===== config.mk =====
export PLATFORM = sky130hd
export DESIGN_NAME = id_ex_forward_stage
export DESIGN_NICKNAME = d
export VERILOG_FILES = /design/src/rtl/pipeline_pkg.sv /design/src/rtl/fwd_mux4.sv /design/src/rtl/id_ex_forward_stage.sv
export SDC_FILE = /design/constraint.sdc
export NUM_CORES = 1
export LEC_CHECK = 0
export CORE_MARGIN = 4
export CORE_UTILIZATION = 25
export DETAILED_ROUTE_END_ITERATION = 10
export GPL_TIMING_DRIVEN = 0
export PLACE_DENSITY = 0.62
export SLEW_MARGIN = 20
export SYNTH_ARGS = -nofsm -noshare
export SYNTH_HDL_FRONTEND = slang
export SYNTH_SLANG_ARGS = --single-unit

===== constraint.sdc =====
create_clock -name CLK -period 2.2 [get_ports CLK]
set_input_delay 0.55 -clock CLK [delete_from_list [all_inputs] [get_ports CLK]]
set_output_delay 0.55 -clock CLK [all_outputs]
set_load 0.02 [all_outputs]

===== src/rtl/pipeline_pkg.sv =====
// Shared pipeline definitions: operand-forwarding select codes and control-word layout.
package pipeline_pkg;

    typedef logic [1:0] fwd_sel_t;

    localparam fwd_sel_t SEL_RF  = 2'b00;
    localparam fwd_sel_t SEL_EX  = 2'b01;
    localparam fwd_sel_t SEL_MEM = 2'b10;
    localparam fwd_sel_t SEL_WB  = 2'b11;

    localparam int LD_BIT = 0;
    localparam int RF_BIT = 1;

    localparam logic [7:0] CTRL_NOP = 8'h00;

    // True when any operand of the instruction comes from a later pipeline stage.
    function automatic logic uses_fwd(input fwd_sel_t isa, input fwd_sel_t isb, input fwd_sel_t isd);
        return (isa != SEL_RF) || (isb != SEL_RF) || (isd != SEL_RF);
    endfunction

endpackage


===== src/rtl/fwd_mux4.sv =====
// Four-way operand select between register file and the EX/MEM/WB bypass paths.
module fwd_mux4
    import pipeline_pkg::*;
#(
    parameter int DATA_W = 32
) (
    input  logic [1:0]        sel,
    input  logic [DATA_W-1:0] rf_val,
    input  logic [DATA_W-1:0] ex_val,
    input  logic [DATA_W-1:0] mem_val,
    input  logic [DATA_W-1:0] wb_val,
    output logic [DATA_W-1:0] y
);

    always_comb begin
        y = rf_val;
        case (sel)
            SEL_RF:  y = rf_val;
            SEL_EX:  y = ex_val;
            SEL_MEM: y = mem_val;
            SEL_WB:  y = wb_val;
            default: y = rf_val;
        endcase
    end

endmodule


===== src/rtl/id_ex_forward_stage.sv =====
// ID/EX pipeline register with operand forwarding, bubble/flush insertion and debug event counters.
module id_ex_forward_stage #(
    parameter int DATA_W = 32,
    parameter int CW_W   = 8,
    parameter int LD_BIT = pipeline_pkg::LD_BIT,
    parameter int RF_BIT = pipeline_pkg::RF_BIT,
    parameter int CNT_W  = 16
) (
    input  logic              CLK,
    input  logic              RESET_N,
    input  logic [DATA_W-1:0] PA,
    input  logic [DATA_W-1:0] PB,
    input  logic [DATA_W-1:0] PD,
    input  logic [DATA_W-1:0] EX_RESULT,
    input  logic [DATA_W-1:0] MEM_RESULT,
    input  logic [DATA_W-1:0] WB_RESULT,
    input  logic [1:0]        ISA,
    input  logic [1:0]        ISB,
    input  logic [1:0]        ISD,
    input  logic              C_Unit_MUX,
    input  logic              FLUSH,
    input  logic [CW_W-1:0]   CTRL_ID,
    input  logic [3:0]        RW_ID,
    output logic [DATA_W-1:0] A_EX,
    output logic [DATA_W-1:0] B_EX,
    output logic [DATA_W-1:0] D_EX,
    output logic [CW_W-1:0]   CTRL_EX,
    output logic [3:0]        RW_EX,
    output logic              VALID_EX,
    output logic              enable_LD_EX,
    output logic              enable_RF_EX,
    output logic [CNT_W-1:0]  STALL_CNT,
    output logic [CNT_W-1:0]  FWD_CNT
);

    logic [DATA_W-1:0] a_mux;
    logic [DATA_W-1:0] b_mux;
    logic [DATA_W-1:0] d_mux;

    fwd_mux4 #(.DATA_W(DATA_W)) u_mux_a (
        .sel(ISA), .rf_val(PA), .ex_val(EX_RESULT), .mem_val(MEM_RESULT), .wb_val(WB_RESULT), .y(a_mux)
    );
    fwd_mux4 #(.DATA_W(DATA_W)) u_mux_b (
        .sel(ISB), .rf_val(PB), .ex_val(EX_RESULT), .mem_val(MEM_RESULT), .wb_val(WB_RESULT), .y(b_mux)
    );
    fwd_mux4 #(.DATA_W(DATA_W)) u_mux_d (
        .sel(ISD), .rf_val(PD), .ex_val(EX_RESULT), .mem_val(MEM_RESULT), .wb_val(WB_RESULT), .y(d_mux)
    );

    // Operand registers hold through bubbles and flushes; only VALID_EX and control are cleared.
    always_ff @(posedge CLK) begin
        if (!RESET_N) begin
            A_EX      <= '0;
            B_EX      <= '0;
            D_EX      <= '0;
            CTRL_EX   <= '0;
            RW_EX     <= '0;
            VALID_EX  <= 1'b0;
            STALL_CNT <= '0;
            FWD_CNT   <= '0;
        end else if (FLUSH) begin
            CTRL_EX  <= CW_W'(pipeline_pkg::CTRL_NOP);
            RW_EX    <= '0;
            VALID_EX <= 1'b0;
        end else if (!C_Unit_MUX) begin
            CTRL_EX  <= CW_W'(pipeline_pkg::CTRL_NOP);
            RW_EX    <= '0;
            VALID_EX <= 1'b0;
            if (STALL_CNT != '1)
                STALL_CNT <= STALL_CNT + CNT_W'(1);
        end else begin
            A_EX     <= a_mux;
            B_EX     <= b_mux;
            D_EX     <= d_mux;
            CTRL_EX  <= CTRL_ID;
            RW_EX    <= RW_ID;
            VALID_EX <= 1'b1;
            if (pipeline_pkg::uses_fwd(ISA, ISB, ISD) && (FWD_CNT != '1))
                FWD_CNT <= FWD_CNT + CNT_W'(1);
        end
    end

    assign enable_LD_EX = CTRL_EX[LD_BIT] & VALID_EX;
    assign enable_RF_EX = CTRL_EX[RF_BIT] & VALID_EX;

endmodule


=== Yosys cells after proc, flatten, opt, wreduce, memory -nomap -nowiden ===
Index checks and enable logic that the tools add are counted.

* Bits in registers: 141
* Logic and storage cells: 44
* Bits of input ports: 214

* Multiplexer cells: 4
* Equality and inequality tests: 11
* Bitwise operators: 5
* Add/subtract/negate cells: 2
* Reductions and logical operators: 14

{| class="wikitable"
|+ Operators by type and width
! cell !! count
|-
| case mux 32 bit (4 select lines) || 3
|-
| adder 16 x 1 -> 16 bit, second input constant || 2
|-
| != test 16 bit, second input constant || 2
|-
| equality test 2 bit, second input constant || 6
|-
| equality test 2 x 1 -> 1 bit, second input constant || 3
|-
| zero test 2 bit || 3
|-
| AND reduction 3 bit || 2
|-
| nonzero test 2 bit || 3
|-
| NOT 1 bit || 3
|-
| OR reduction 3 bit || 1
|-
| AND 1 bit || 2
|-
| logical OR 1 bit || 2
|-
| AND reduction 2 bit || 1
|-
| OR reduction 2 bit || 1
|-
| logical AND 1 bit || 1
|-
| two-way mux 1 bit || 1
|}

=== Longest topological paths before layout ===
Gate-level depths: netlist of run 1.

* Depth after elaboration: 5
* Mapped depth: 7

=== By module ===
Synthesis of run 1 repeated with hierarchy kept, for this count alone.

* Cells, all modules: 766
* Area, all modules: 7866.3 um^2

{| class="wikitable"
|+ Modules (own cells, without submodules)
! module !! seq. area each (um^2) !! instances !! cells each !! area an instance (um^2)
|-
| id_ex_forward_stage || 2822.7 || 1 || 649 || 5422.7
|-
| fwd_mux4 || 0.0 || 3 || 39 || 814.5
|}

=== Worst setup path before layout of run 1 ===
OpenSTA, ideal clock, no wires.

* Path kind: input to register
* Start: in ISA[0]
* End: reg FWD_CNT[11]
* Path buffers: 3
* Stages on the path: 7
* Arrival: 2.000 ns
* Slack: 0.132 ns
* Library setup time: 0.068 ns
* Cell sequence: buf_2 or4_4 o31ai_4 buf_6 buf_8 o31ai_1 a21oi_2

* Cells in the longest elaborated chain, start to end: 5

{| class="wikitable"
|+ Ends and longest elaborated chain
! item !! RTL line !! text
|-
| start: declaration || id_ex_forward_stage.sv:17 || <nowiki>input logic [1:0] ISA,</nowiki>
|-
| nonzero test 2 bit || pipeline_pkg.sv:18 || <nowiki>return (isa != SEL_RF) || (isb != SEL_RF) || (isd != SEL_RF);</nowiki>
|-
| logical OR 1 bit (2 in series) || pipeline_pkg.sv:18 ||
|-
| logical AND 1 bit || id_ex_forward_stage.sv:78 || <nowiki>if (pipeline_pkg::uses_fwd(ISA, ISB, ISD) && (FWD_CNT != '1))</nowiki>
|-
| AND reduction 3 bit (no line) || -- ||
|-
| end signal: assignment || id_ex_forward_stage.sv:79 || <nowiki>FWD_CNT <= FWD_CNT + CNT_W'(1);</nowiki>
|-
| end: declaration || id_ex_forward_stage.sv:33 || <nowiki>output logic [CNT_W-1:0] FWD_CNT</nowiki>
|}

Every way passes these cells.
A chain may end at the register's enable or synchronous reset.

=== Worst setup path in the final report of run 1 ===
* Start: in ISB[1]
* End: reg B_EX[31]

* Cells in the longest elaborated chain, start to end: 2

{| class="wikitable"
|+ Ends and longest elaborated chain
! item !! RTL line !! text
|-
| start: declaration || id_ex_forward_stage.sv:18 || <nowiki>input logic [1:0] ISB,</nowiki>
|-
| equality test 2 bit (tied with other cells) || fwd_mux4.sv:17 || <nowiki>case (sel)</nowiki>
|-
| case mux 32 bit (4 select lines) (*) || fwd_mux4.sv:17 ||
|-
| end signal: assignment || id_ex_forward_stage.sv:73 || <nowiki>B_EX <= b_mux;</nowiki>
|-
| end: declaration || id_ex_forward_stage.sv:25 || <nowiki>output logic [DATA_W-1:0] B_EX,</nowiki>
|}

Every way passes the cells marked *; elsewhere a longest branch is shown, timed or not.

==> metrics.txt, run 1 <==
status finished clean; Core Area 29900 µm²; critical path's top delay family buffers and inverters; gpl congestion 0.874; CTS Buffer Depth 2; placed inst area 11600 µm²; Layout area overhead 61.2%; Synth Area per Inst 9.87 µm²; VDD IR-drop max 0.498 mV; Hold Startpoint D_EX[20]$_SDFFE_PN0P_; FF-to-FF setup slack 0.26 ns; WHS 0.452 ns; Syn Std Cell Area 7640 µm²; DIE AREA 33400 µm²; Synth top area share 36.9%; global-route wire length before repair 49.7 mm; worst setup margin 0.0424 ns; Seq/Total Area, Yosys 36.9%; # clock sinks 141; CP endpoint kind flip-flop; Setup TNS Final 0 ns; post-layout min period 2.16 ns; wire length on met1 14.5 mm; Worst EP arrival 2.44 ns; Clk Latency, worst-skew pair 0.42 ns; Die W 183 µm; DR WL met3 2.20 mm; Achievable Freq between 400 and 500 MHz; Hold WC Path Type flip-flop to flip-flop; Layout Cells excl Fill around 1500; reg2reg start STALL_CNT[9]$_SDFFE_PN0P_; Worst Hold End D_EX[20]$_SDFFE_PN0P_; cells on worst reg2reg path 4; Boundary Pins 357; Leakage a little over 4 nW; TritonCTS clock tree built; share of cells above drive strength 1 14.5%; Syn Nets 990; top cells by count, synth 210 x nand2_1, 141 x dfxtp_1, 111 x a21oi_1, 96 x mux4_2, 44 x clkbuf_1; Congestion Overflow GR 0; # setup viols final 0; Critical Path Source Type primary input; final worst-path cycle share 98.1%; Synth Register Bits 141; PwrDens a little over 600 nW/µm²; final WL 34.0 mm; reg2reg end STALL_CNT[1]$_SDFFE_PN0P_; max-cap viol count 0; critical path class primary input to flip-flop; first-pass detailed-route iteration total 5; Total GRT Usage 19.6%; Slew Viols, Final 0; Worst path max stage delay roughly 0.68 ns; Post-synth ARST share 0%; Post-Synthesis Cells 774; TritonCTS buffer count 17; RSZ-0062 raised after global routing no; warnings from Yosys 0; Final Hold Violating Endpoints 0; vias per inst 5.05; largest net degree at the start of global routing 17; final core occ 41.2%; clk slew on worst S/H paths roughly 0.07 ns; top_reg_cell synth dfxtp_1; DP Cell Count 1514; Hold Path Stages 2; Worst Tran Pin Value 0.867 ns; synth top area cells dfxtp_1 37%, mux4_2 28%, nand2_1 10%; per-cell routed wire length 22.0 µm; Final Instance Area approximately 12000 µm²; row cnt 63; Pwr Total 7.46 mW; Die Ht 183 µm; Worst Path Max Fanout 10; CP required 2.49 ns; Final HPWL DP 26.9 mm; top layer in use met4; fin nets between 1000 and 1500; largest area contributor in the netlist dfxtp_1; worst path cell trace clkbuf_1 > clkbuf_1 > mux4_2 > nand2_1 > a21oi_1; # DRC 0; most numerous cell in the Yosys netlist nand2_1; IO Port Bufs between 300 and 400; post-route ant nets 0; most used cell, CP clkbuf_1; Iteration-0 DRC Markers 443; crit path buf inv count 2; Rel. slew slack 42.2%; initial core utilization 25.6%; postcts setup bufs 0; Root Driver clkbuf_16; worst slack at placement -0.930 ns; critical path's slowest cell clkbuf_1; vias in the first global route 7865; worst clock skew just under 0.01 ns; synth unique cells 43; number of synthesized flops with an enable pin 0; initial antenna violation count 1; vias post-DR slightly below 8000; metal2 WL 16.7 mm; htree depth 4
worst max path at each step:
stage / start / endpoint / slack, ns / depth (start not counted)
floorplan: ISA[0] / FWD_CNT[11]$_SDFFE_PN0P_ / 0.13 / 7
global placement: FLUSH / B_EX[3]$_SDFFE_PN0P_ / -0.97 / 7
detailed placement: FLUSH / B_EX[5]$_SDFFE_PN0P_ / -0.93 / 7
CTS: C_Unit_MUX / STALL_CNT[13]$_SDFFE_PN0P_ / 0.02 / 6
global route: ISB[1] / B_EX[31]$_SDFFE_PN0P_ / 0.005 / 5
finish: ISB[1] / B_EX[31]$_SDFFE_PN0P_ / 0.04 / 5
metal layers:
layer / vias to the layer above / track usage, %
met3: 35 / 4.72
met4: 0 / 4.83
met1: 3818 / 25.8
met2: 343 / 32.8
met5: - / 0
li1: 3614 / -
layout make-up:
| class | instances | area, µm² |
|---|---|---|
| Timing Repair Buffer | 350 | 3510 |
| Fill cell | 2941 | 17600 |
| Clock inverter | 13 | 180 |
| Sequential cell | 141 | 2820 |
| Tap cell | 390 | 488 |
| Clock buffer | 19 | 443 |
| Inverter | 7 | 26.3 |
| Buffer | 68 | 317 |
| Multi-Input combinational cell | 557 | 4530 |
| Antenna cell | 2 | 5.00 |
state kept, by name (all words and copies together), names as in the netlist:
| register | cells |
|---|---|
| D_EX | 32 |
| A_EX | 32 |
| CTRL_EX | 8 |
| STALL_CNT | 16 |
| VALID_EX | 1 |
| FWD_CNT | 16 |
| RW_EX | 4 |
| B_EX | 32 |
worst register-to-register path: cells and delay by family, from the launching register on:
kind,cells,cell delay [ns]
flops,1,0.43
simple gates,2,0.37
compound gates,1,0.76
mux,1,0.25
cell families (layout without fill, tap and decap cells):
family / after synthesis / after routing / synth area share (%)
multiplexers: 104 / 104 / 29.3
other: 0 / 2 / 0
buffers and inverters: 76 / 457 / 4.27
adder cells (fa/ha/maj): 2 / 2 / 0.327
AND/OR/NAND/NOR: 305 / 305 / 18.1
flip-flops: 141 / 141 / 36.9
XOR/XNOR: 1 / 1 / 0.115
AO/OA/AOI/OAI: 145 / 145 / 10.9
layout by cell type (no fill, tap or decap), drive strengths merged, types with 4 or more instances in the layout:
| cell | synthesis | layout |
|---|---|---|
| clkdlybuf4s50 | 0 | 349 |
| nand2 | 210 | 210 |
| dfxtp | 141 | 141 |
| a21oi | 114 | 114 |
| mux4 | 96 | 96 |
| clkbuf | 44 | 62 |
| buf | 25 | 25 |
| or4 | 14 | 14 |
| and3 | 13 | 13 |
| o31ai | 13 | 13 |
| nand4 | 12 | 12 |
| nor4 | 12 | 12 |
| inv | 7 | 12 |
| nand3 | 10 | 10 |
| mux2i | 8 | 8 |
| nand2b | 8 | 8 |
| o21ai | 7 | 7 |
| and2 | 6 | 6 |
| nor2 | 6 | 6 |
| or3 | 4 | 4 |
| or2 | 4 | 4 |
power breakdown:
part           switching (mW)  internal [mW]  total [mW]
registers              0.0606           2.66        2.72
clock network            1.28           1.85        3.13
logic                   0.735          0.877        1.61
repair_timing:
item	in CTS	in global routing
setup endpoints to repair	44	25
gates resized for setup	12	12
hold buffers	0	0
Note: power is estimated with default switching activity, not from simulation.
==> inputs of run 2 (changes only) <==
- CORE_UTILIZATION: 25 -> 38
- PLACE_DENSITY: 0.62 -> 0.85
==> run 2 against run 1 <==
Effect of this change: clock-buffer cell count is 1 higher; wire length is 6.3% lower; critical path depth is 3 higher; register-to-register slack hardly changed; sequential power hardly changed; clock skew is 0.0050 ns lower; hold slack better by 0.00098 ns; via count is 1.7% higher; largest cell class unchanged; largest power group unchanged.
==> metrics.txt, run 2 (synthesized netlist as in run 1, its figures left out) <==
status finished clean (unchanged); DIE AREA 22400 µm² (was 33400 µm²); Worst Tran Pin Value 0.876 ns (was 0.867 ns); FF-to-FF setup slack 0.25 ns (was 0.26 ns); vias in the first global route 7840 (was 7865); Root Driver clkbuf_16 (unchanged); # setup viols final 0 (unchanged); max-cap viol count 0 (unchanged); reg2reg end STALL_CNT[1]$_SDFFE_PN0P_ (unchanged); commonest non-fill, non-tap cell in the layout clkdlybuf4s50_1 (unchanged); critical path's top delay family buffers and inverters (unchanged); per-cell routed wire length 22.4 µm (was 22.0 µm); share of cells above drive strength 1 13.9% (was 14.5%); worst path cell trace clkdlybuf4s50_1 > nor2b_1 > clkbuf_4 > o31ai_4 > buf_6 > buf_8 > o31ai_1 > a21oi_2 (was clkbuf_1 > clkbuf_1 > mux4_2 > nand2_1 > a21oi_1); Die Ht 150 µm (was 183 µm); final WL 31.9 mm (was 34.0 mm); fin nets 1358 (unchanged); Rel. slew slack 41.6% (was 42.2%); gpl congestion 0.924 (was 0.874); Worst Hold End A_EX[8]$_SDFFE_PN0P_ (was D_EX[20]$_SDFFE_PN0P_); Critical Path Source C_Unit_MUX (was ISB[1]); metal2 WL 16.2 mm (was 16.7 mm); vias per inst 5.58 (was 5.05); CTS Buffer Depth 2 (unchanged); worst setup margin 0.0350 ns (was 0.0424 ns); vias post-DR 7941 (was 7810); Congestion Overflow GR 0 (unchanged); Worst path max stage delay 0.55 ns (was 0.68 ns); cells on worst reg2reg path 4 (unchanged); most frequent cells in the layout 350 x clkdlybuf4s50_1, 210 x nand2_1, 141 x dfxtp_1 (was 349 x clkdlybuf4s50_1, 210 x nand2_1, 141 x dfxtp_1); Regs by FF count A_EX (32), B_EX (32), D_EX (32) (unchanged); post-route ant nets 0 (unchanged); Layout Cells excl Fill 1422 (was 1547); Layout area overhead 59.3% (was 61.2%); global-route wire length before repair 46.5 mm (was 49.7 mm); Hold Path Stages 2 (unchanged); crit path buf inv count 4 (was 2); critical path class primary input to flip-flop (unchanged); DP Cell Count 1389 (was 1514); Worst EP arrival 2.45 ns (was 2.44 ns); top layer in use met5 (was met4); largest net degree at the start of global routing 17 (unchanged); PwrDens 620 nW/µm² (was 606 nW/µm²); Critical Path Source Type primary input (unchanged); Setup TNS Final 0 ns (unchanged); initial core utilization 39.0% (was 25.6%); CP endpoint kind flip-flop (unchanged); Core Area 19600 µm² (was 29900 µm²); CP required 2.48 ns (was 2.49 ns); Die W 150 µm (was 183 µm); Clk Latency, worst-skew pair 0.42 ns (about the same); TritonCTS clock tree built (unchanged); Total GRT Usage 27.5% (was 19.6%); row cnt 51 (was 63); # clock sinks 141 (unchanged); clk slew on worst S/H paths 0.06 ns (was 0.07 ns); VDD IR-drop max 0.469 mV (was 0.498 mV); Final Instance Area 12200 µm² (was 12300 µm²); # DRC 0 (unchanged); Layout fillers 1627 (was 2941); reg2reg start STALL_CNT[9]$_SDFFE_PN0P_ (unchanged); DR WL met3 2.72 mm (was 2.20 mm); worst clock skew 0.00480 ns (was 0.00983 ns); Slew Viols, Final 0 (unchanged); Iteration-0 DRC Markers 520 (was 443); TritonCTS buffer count 17 (unchanged); Worst Path Max Fanout 10 (unchanged); Final HPWL DP 25.3 mm (was 26.9 mm); Boundary Pins 357 (unchanged); final core occ 62.2% (was 41.2%); Achievable Freq 462 MHz (was 463 MHz); wire length on met1 12.0 mm (was 14.5 mm); post-layout min period 2.17 ns (was 2.16 ns); htree depth 4 (unchanged); critical path's slowest cell clkdlybuf4s50_1 (was clkbuf_1); initial antenna violation count 4 (was 1); final worst-path cycle share 98.4% (was 98.1%); IO Port Bufs 350 (unchanged); Leakage 4.14 nW (was 4.15 nW); Final Hold Violating Endpoints 0 (unchanged); first-pass detailed-route iteration total 5 (unchanged); worst slack at placement -0.730 ns (was -0.930 ns); Hold WC Path Type flip-flop to flip-flop (unchanged); Hold Startpoint A_EX[8]$_SDFFE_PN0P_ (was D_EX[20]$_SDFFE_PN0P_); placed inst area 11500 µm² (was 11600 µm²)
run 2: worst max-delay path by stage:
stage                               endpoint  cells after the start  slack [ns]
CTS                 FWD_CNT[15]$_SDFFE_PN0P_                      7        0.04
floorplan           FWD_CNT[11]$_SDFFE_PN0P_                      7        0.13
detailed placement      B_EX[2]$_SDFFE_PN0P_                      7       -0.73
global placement        B_EX[9]$_SDFFE_PN0P_                      7       -0.70
finish              FWD_CNT[13]$_SDFFE_PN0P_                      8        0.03
global route        FWD_CNT[13]$_SDFFE_PN0P_                      8       -0.04
run 2: final cells by class:
class                           count  area [µm²]  area share (%)
Multi-Input combinational cell    557        4520            37.1
Timing Repair Buffer              350        3500            28.8
Sequential cell                   141        2820            23.2
Clock buffer                       20         447            3.67
Tap cell                          265         332            2.72
Buffer                             68         308            2.53
Clock inverter                     12         209            1.72
Inverter                            7        26.3           0.216
Antenna cell                        2        5.00          0.0411
run 2: worst reg2reg max path, delay by kind of cell (launching register included):
kind | cells | cell delay [ns]
flip-flops | 1 | 0.42
AO/OA/AOI/OAI | 1 | 0.80
AND/OR/NAND/NOR | 2 | 0.36
multiplexers | 1 | 0.25
run 2: timing repair:
action                                  4_1_cts  5_1_grt
hold buffers                                  0        0
gates resized for setup                       7        6
endpoints found under the setup margin       38       39
buffers inserted                              0        0
run 2: through the flow:
stage               hold WS (ns)  power (mW)
finish                     0.453        7.55
global route               0.467        7.81
CTS                        0.454        7.58
detailed placement         0.446        4.36
global placement           0.440        4.34
floorplan                  0.535        3.51
run 2: metal layers:
layer | vias up | GRT usage, %
met1 | 3846 | 33.0
met3 | 64 | 6.54
li1 | 3607 | -
met2 | 420 | 47.7
met5 | - | 0
met4 | 4 | 10.5
run 2: power breakdown:
part / total, mW / switching (mW) / internal (mW) / leakage, nW
combinational: 1.59 / 0.718 / 0.875 / 2.68
sequential: 2.72 / 0.0603 / 2.66 / 1.15
clock: 3.24 / 1.18 / 2.06 / 0.311
==> inputs of run 3 (changes only) <==
- CAP_MARGIN: unset -> 10
- CORE_MARGIN: 4 -> 2
==> run 3 against run 2 <==
Effect of this change: sequential cell count is the same; first-iteration DRC count grew 10%; utilization shrank 0.13 points; non-clock buffer count is the same; hold slack lost 0.00078 ns; die area shrank 5.3%; critical path depth shrank 3.
==> metrics.txt, run 3 (synthesized netlist as in run 1, its figures left out) <==
status finished clean (unchanged); TritonCTS buffer count 17 (unchanged); Critical Path Source Type primary input (unchanged); Pwr Total 7.34 mW (was 7.55 mW); Final Instance Area 12200 µm² (about the same); DIE AREA 21300 µm² (was 22400 µm²); commonest non-fill, non-tap cell in the layout clkdlybuf4s50_1 (unchanged); Layout area overhead 59.0% (was 59.3%); Final HPWL DP 24.4 mm (was 25.3 mm); critical path's slowest cell buf_1 (was clkdlybuf4s50_1); Core Area 19600 µm² (unchanged); worst clock skew 0.00701 ns (was 0.00480 ns); per-cell routed wire length 22.0 µm (was 22.4 µm); DP Cell Count 1389 (unchanged); most frequent cells in the layout 350 x clkdlybuf4s50_1, 210 x nand2_1, 141 x dfxtp_1 (unchanged); Layout fillers 1639 (was 1627); Clk Latency, worst-skew pair 0.42 ns (about the same); PwrDens 604 nW/µm² (was 620 nW/µm²); CP endpoint kind flip-flop (unchanged); Regs by FF count A_EX (32), B_EX (32), D_EX (32) (unchanged); Layout Cells excl Fill 1424 (was 1422); vias in the first global route 8059 (was 7840); VDD IR-drop max 0.497 mV (was 0.469 mV); first-pass detailed-route iteration total 6 (was 5); TritonCTS clock tree built (unchanged); critical path class primary input to flip-flop (unchanged); Slew Viols, Final 0 (unchanged); max-cap viol count 0 (unchanged); # clock sinks 141 (unchanged); worst setup margin 0.0865 ns (was 0.0350 ns); final WL 31.4 mm (was 31.9 mm); Total GRT Usage 28.7% (was 27.5%); Leakage 4.12 nW (was 4.14 nW); Worst EP arrival 2.39 ns (was 2.45 ns); Final Hold Violating Endpoints 0 (unchanged); Root Driver clkbuf_16 (unchanged); Boundary Pins 357 (unchanged); vias post-DR 8044 (was 7941); Worst path max stage delay 0.69 ns (was 0.55 ns); Worst Tran Pin Value 0.817 ns (was 0.876 ns); final worst-path cycle share 96.1% (was 98.4%); Achievable Freq 473 MHz (was 462 MHz); row cnt 51 (unchanged); share of cells above drive strength 1 13.9% (about the same); # setup viols final 0 (unchanged); largest net degree at the start of global routing 17 (unchanged); CP required 2.48 ns (about the same); placed inst area 11500 µm² (unchanged); Rel. slew slack 45.5% (was 41.6%); vias per inst 5.65 (was 5.58); post-route ant nets 0 (unchanged); postcts setup bufs 0 (unchanged); initial core utilization 39.0% (unchanged); IO Port Bufs 350 (unchanged); htree depth 4 (unchanged); global-route wire length before repair 46.5 mm (about the same); Hold WC Path Type flip-flop to flip-flop (unchanged); Die W 146 µm (was 150 µm); # DRC 0 (unchanged); post-layout min period 2.11 ns (was 2.17 ns); Setup TNS Final 0 ns (unchanged); Worst Path Max Fanout 10 (unchanged); initial antenna violation count 6 (was 4); Die Ht 146 µm (was 150 µm); Congestion Overflow GR 0 (unchanged); worst slack at placement -0.788 ns (was -0.730 ns); gpl congestion 0.941 (was 0.924); CTS Buffer Depth 2 (unchanged); clk slew on worst S/H paths 0.07 ns (was 0.06 ns); fin nets 1358 (unchanged); worst path cell trace clkbuf_1 > buf_1 > mux4_2 > nand2_1 > a21oi_1 (was clkdlybuf4s50_1 > nor2b_1 > clkbuf_4 > o31ai_4 > buf_6 > buf_8 > o31ai_1 > a21oi_2); Iteration-0 DRC Markers 573 (was 520)
[run 3: metrics by stage]
step	utilization (%)	hold slack (ns)
after floorplan	-	0.535
after global placement	58.6	0.441
after detailed placement	58.6	0.446
after CTS	61.7	0.454
after global routing	62.0	0.472
final	62.0	0.452
[run 3: critical path: cells and delay by family]
family                 cells  cell delay [ns]
AOI/OAI and AO/OA          1             0.06
buffers and inverters      2             1.23
muxes                      1             0.45
and+or+nand+nor            1             0.09
[run 3: cell type report]
| type | count | area, µm² | share of cell area (%) |
|---|---|---|---|
| antenna | 5 | 12.5 | 0.103 |
| buffer | 68 | 312 | 2.56 |
| clock buffer | 22 | 474 | 3.90 |
| clock inverter | 9 | 135 | 1.11 |
| inverter | 7 | 26.3 | 0.216 |
| multi-input combinational | 557 | 4530 | 37.3 |
| sequential | 141 | 2820 | 23.2 |
| tap | 265 | 332 | 2.73 |
| timing repair buffer | 350 | 3500 | 28.8 |
[run 3: timing repair]
action                                  4_1_cts  5_1_grt
gates resized for setup                       7       11
hold buffers                                  0        0
endpoints found under the setup margin       38       38
[run 3: power by group]
| group | internal [mW] | switching (mW) | total [mW] |
|---|---|---|---|
| Clock | 1.87 | 1.15 | 3.02 |
| Combinational | 0.876 | 0.715 | 1.59 |
| Sequential | 2.66 | 0.0614 | 2.72 |
[run 3: per-layer routing]
metal	wire, µm	part of all wire (%)	global-route usage, %	vias to the layer above
met1	11700	37	34.6	3836
li1	-	-	-	3612
met4	1200	3.8	13.5	2
met3	2780	8.9	6.33	81
met2	15700	50	48.8	513
met5	16	0.051	0	-
[run 3: path summary, 6_finish.rpt]
check	slack, ns	endpoint	depth (start not counted)	from
max	0.09	B_EX[19]$_SDFFE_PN0P_	5	ISB[1]
min	0.45	D_EX[21]$_SDFFE_PN0P_	2	D_EX[21]$_SDFFE_PN0P_
max reg2reg	0.20	FWD_CNT[1]$_SDFFE_PN0P_	5	FWD_CNT[9]$_SDFFE_PN0P_
min reg2reg	0.45	D_EX[21]$_SDFFE_PN0P_	2	D_EX[21]$_SDFFE_PN0P_
==> edit: new RTL, flow settings as in run 3 <==
Change the parameter `CNT_W` from 16 to 32.
--- a/src/rtl/id_ex_forward_stage.sv
+++ b/src/rtl/id_ex_forward_stage.sv
@@ -5,5 +5,5 @@
     parameter int LD_BIT = pipeline_pkg::LD_BIT,
     parameter int RF_BIT = pipeline_pkg::RF_BIT,
-    parameter int CNT_W  = 16
+    parameter int CNT_W  = 32
 ) (
     input  logic              CLK,
Interface: changed (resized FWD_CNT and STALL_CNT); port bits go from 357 to 389. The function was not compared with the original's and may differ.
==> edit against run 3 <==
The run now ends with setup timing left. Synthesized area is 19% higher. Via count is 22% higher. Non-clock buffer count is 54 higher. Power is 8.8% higher. Sequential cell count is 32 higher. Final area is 18% higher. Worst setup slack worse by 0.11 ns. Wire length is 24% higher. Synthesized cell count is 25% higher. Clock power is 1% higher. Worst hold slack better by 0.0040 ns. Sequential share of layout area is 1.3 points higher. First-iteration DRC count is 30% higher. Largest cell class unchanged.
==> edit: results (changes against run 3) <==
Run status: finished with violations (was complete, no violations)
Failing checks: setup timing
Crit Path Category: reg2reg (was in2reg)
CP max stage cell: or4_4 (was buf_1)
Sequential fraction of the synthesis area: 38.1% (was 36.9%)
Antenna violations before repair: 11 (was 6)
CP Max Fanout: 5 (was 10)
Crit path to: STALL_CNT[30] (was B_EX[19])
Layout cells sized above 1: 15.7% (was 13.9%)
Top post-synthesis cells by count: 234 x nand2_1, 173 x dfxtp_1, 136 x a21oi_1 (was 210 x nand2_1, 141 x dfxtp_1, 111 x a21oi_1)
Syn Nets: 1186 (was 990)
Met2 usage: 51.5% (was 48.8%)
R2r startpoint: STALL_CNT[0] (was FWD_CNT[9])
NumNets Final: 1600 (was 1358)
Lkg Pwr: 4.79 nW (was 4.12 nW)
Met1 GRT Util: 34.0% (was 34.6%)
Total global-route track usage: 30.0% (was 28.7%)
DR vias: 9828 (was 8044)
Via count of the first global-routing pass: 10100 (was 8059)
Final WS setup: -0.0209 ns (was 0.0865 ns)
Worst Skew: 0.0111 ns (was 0.00701 ns)
Number of port buffers: 382 (was 350)
Crit path DAT: 2.58 ns (was 2.39 ns)
Grt met3 use: 7.86% (was 6.33%)
Setup-failing EPs final: 1 (was 0)
Wire length per cell: 22.5 µm (was 22.0 µm)
Slew Limit Headroom: 40.7% (was 45.5%)
Netlist cell types: 41 (was 43)
Max VDD drop: 418 µV (was 497 µV)
Initial DRC Count: 745 (was 573)
Slowest stage delay, CP: 0.57 ns (was 0.69 ns)
==> edit: cell count changes after synthesis, sizes merged, moves of 5 or more <==
cell / change
mux2i: +5
dfxtp: +32
nor2: +18
xnor2: +5
nand2: +24
nor3: +6
clkbuf: +17
or3: +29
o21ai: +25
a21oi: +22
nand3: +14
buf: -9
==> edit: per-layer routing <==
layer,wire length [µm],vias up,share of wire [%]
li1,-,4409,-
met1,13900,4692,36
met2,19500,607,50
met3,3620,118,9.3
met4,1840,2,4.7
met5,16,-,0.041
==> edit: cells by family after synthesis <==
kind of cell | share of synthesized area [%]
AO/OA/AOI/OAI | 11.3
XOR/XNOR | 0.866
adder cells (fa/ha/maj) | 0.275
buffers and inverters | 3.60
flip-flops | 38.1
multiplexers | 25.2
AND/OR/NAND/NOR | 20.7
==> edit: where the power goes <==
part,switching [W],internal (W),leakage (nW)
clock network,0.00146,0.00160,0.279
registers,0.0000735,0.00323,1.42
logic,0.000742,0.000882,3.09
==> edit: worst min path at each step <==
stage                       start       endpoint  slack (ns)  cells after the start
global placement          A_EX[1]        A_EX[1]        0.44                      2
floorplan           STALL_CNT[14]  STALL_CNT[14]        0.51                      2
detailed placement        B_EX[0]        B_EX[0]        0.45                      2
CTS                       B_EX[0]        B_EX[0]        0.46                      2
finish                    B_EX[0]        B_EX[0]        0.46                      2
global route             B_EX[13]       B_EX[13]        0.47                      2
==> edit: stage by stage <==
stage          utilization (%)  TNS, ns  setup slack (ns)  std cells  cell area (µm²)
3_3_place_gp              57.1   -97.97            -0.946       1671            13400
5_1_grt                   61.1   -0.233           -0.0630       1725            14300
2_1_floorplan                -   -0.160           -0.0819        970             9180
3_5_place_dp              57.1   -97.62            -0.954       1671            13400
6_report                  61.1  -0.0209           -0.0209       1726            14300
4_1_cts                   60.3  -0.0527           -0.0467       1711            14100
==> edit: layout make-up <==
| cell class | count | area, µm² |
|---|---|---|
| antenna | 10 | 25.0 |
| buffer | 74 | 352 |
| clock inverter | 15 | 154 |
| timing repair buffer | 398 | 3930 |
| sequential | 173 | 3510 |
| multi-input combinational | 712 | 5510 |
| inverter | 8 | 30.0 |
| fill | 1979 | 9130 |
| clock buffer | 17 | 425 |
| tap | 319 | 399 |
==> edit: worst min-delay path: stages, from the launching register on <==
cell and delay (ns):
dfxtp_1 0.31, nand2_1 0.05, a21oi_1 0.05
==> edit: timing repair <==
item	in CTS	in global routing
pin swaps	7	10
setup buffers	11	5
endpoints found under the setup margin	131	101
resized for setup	30	53
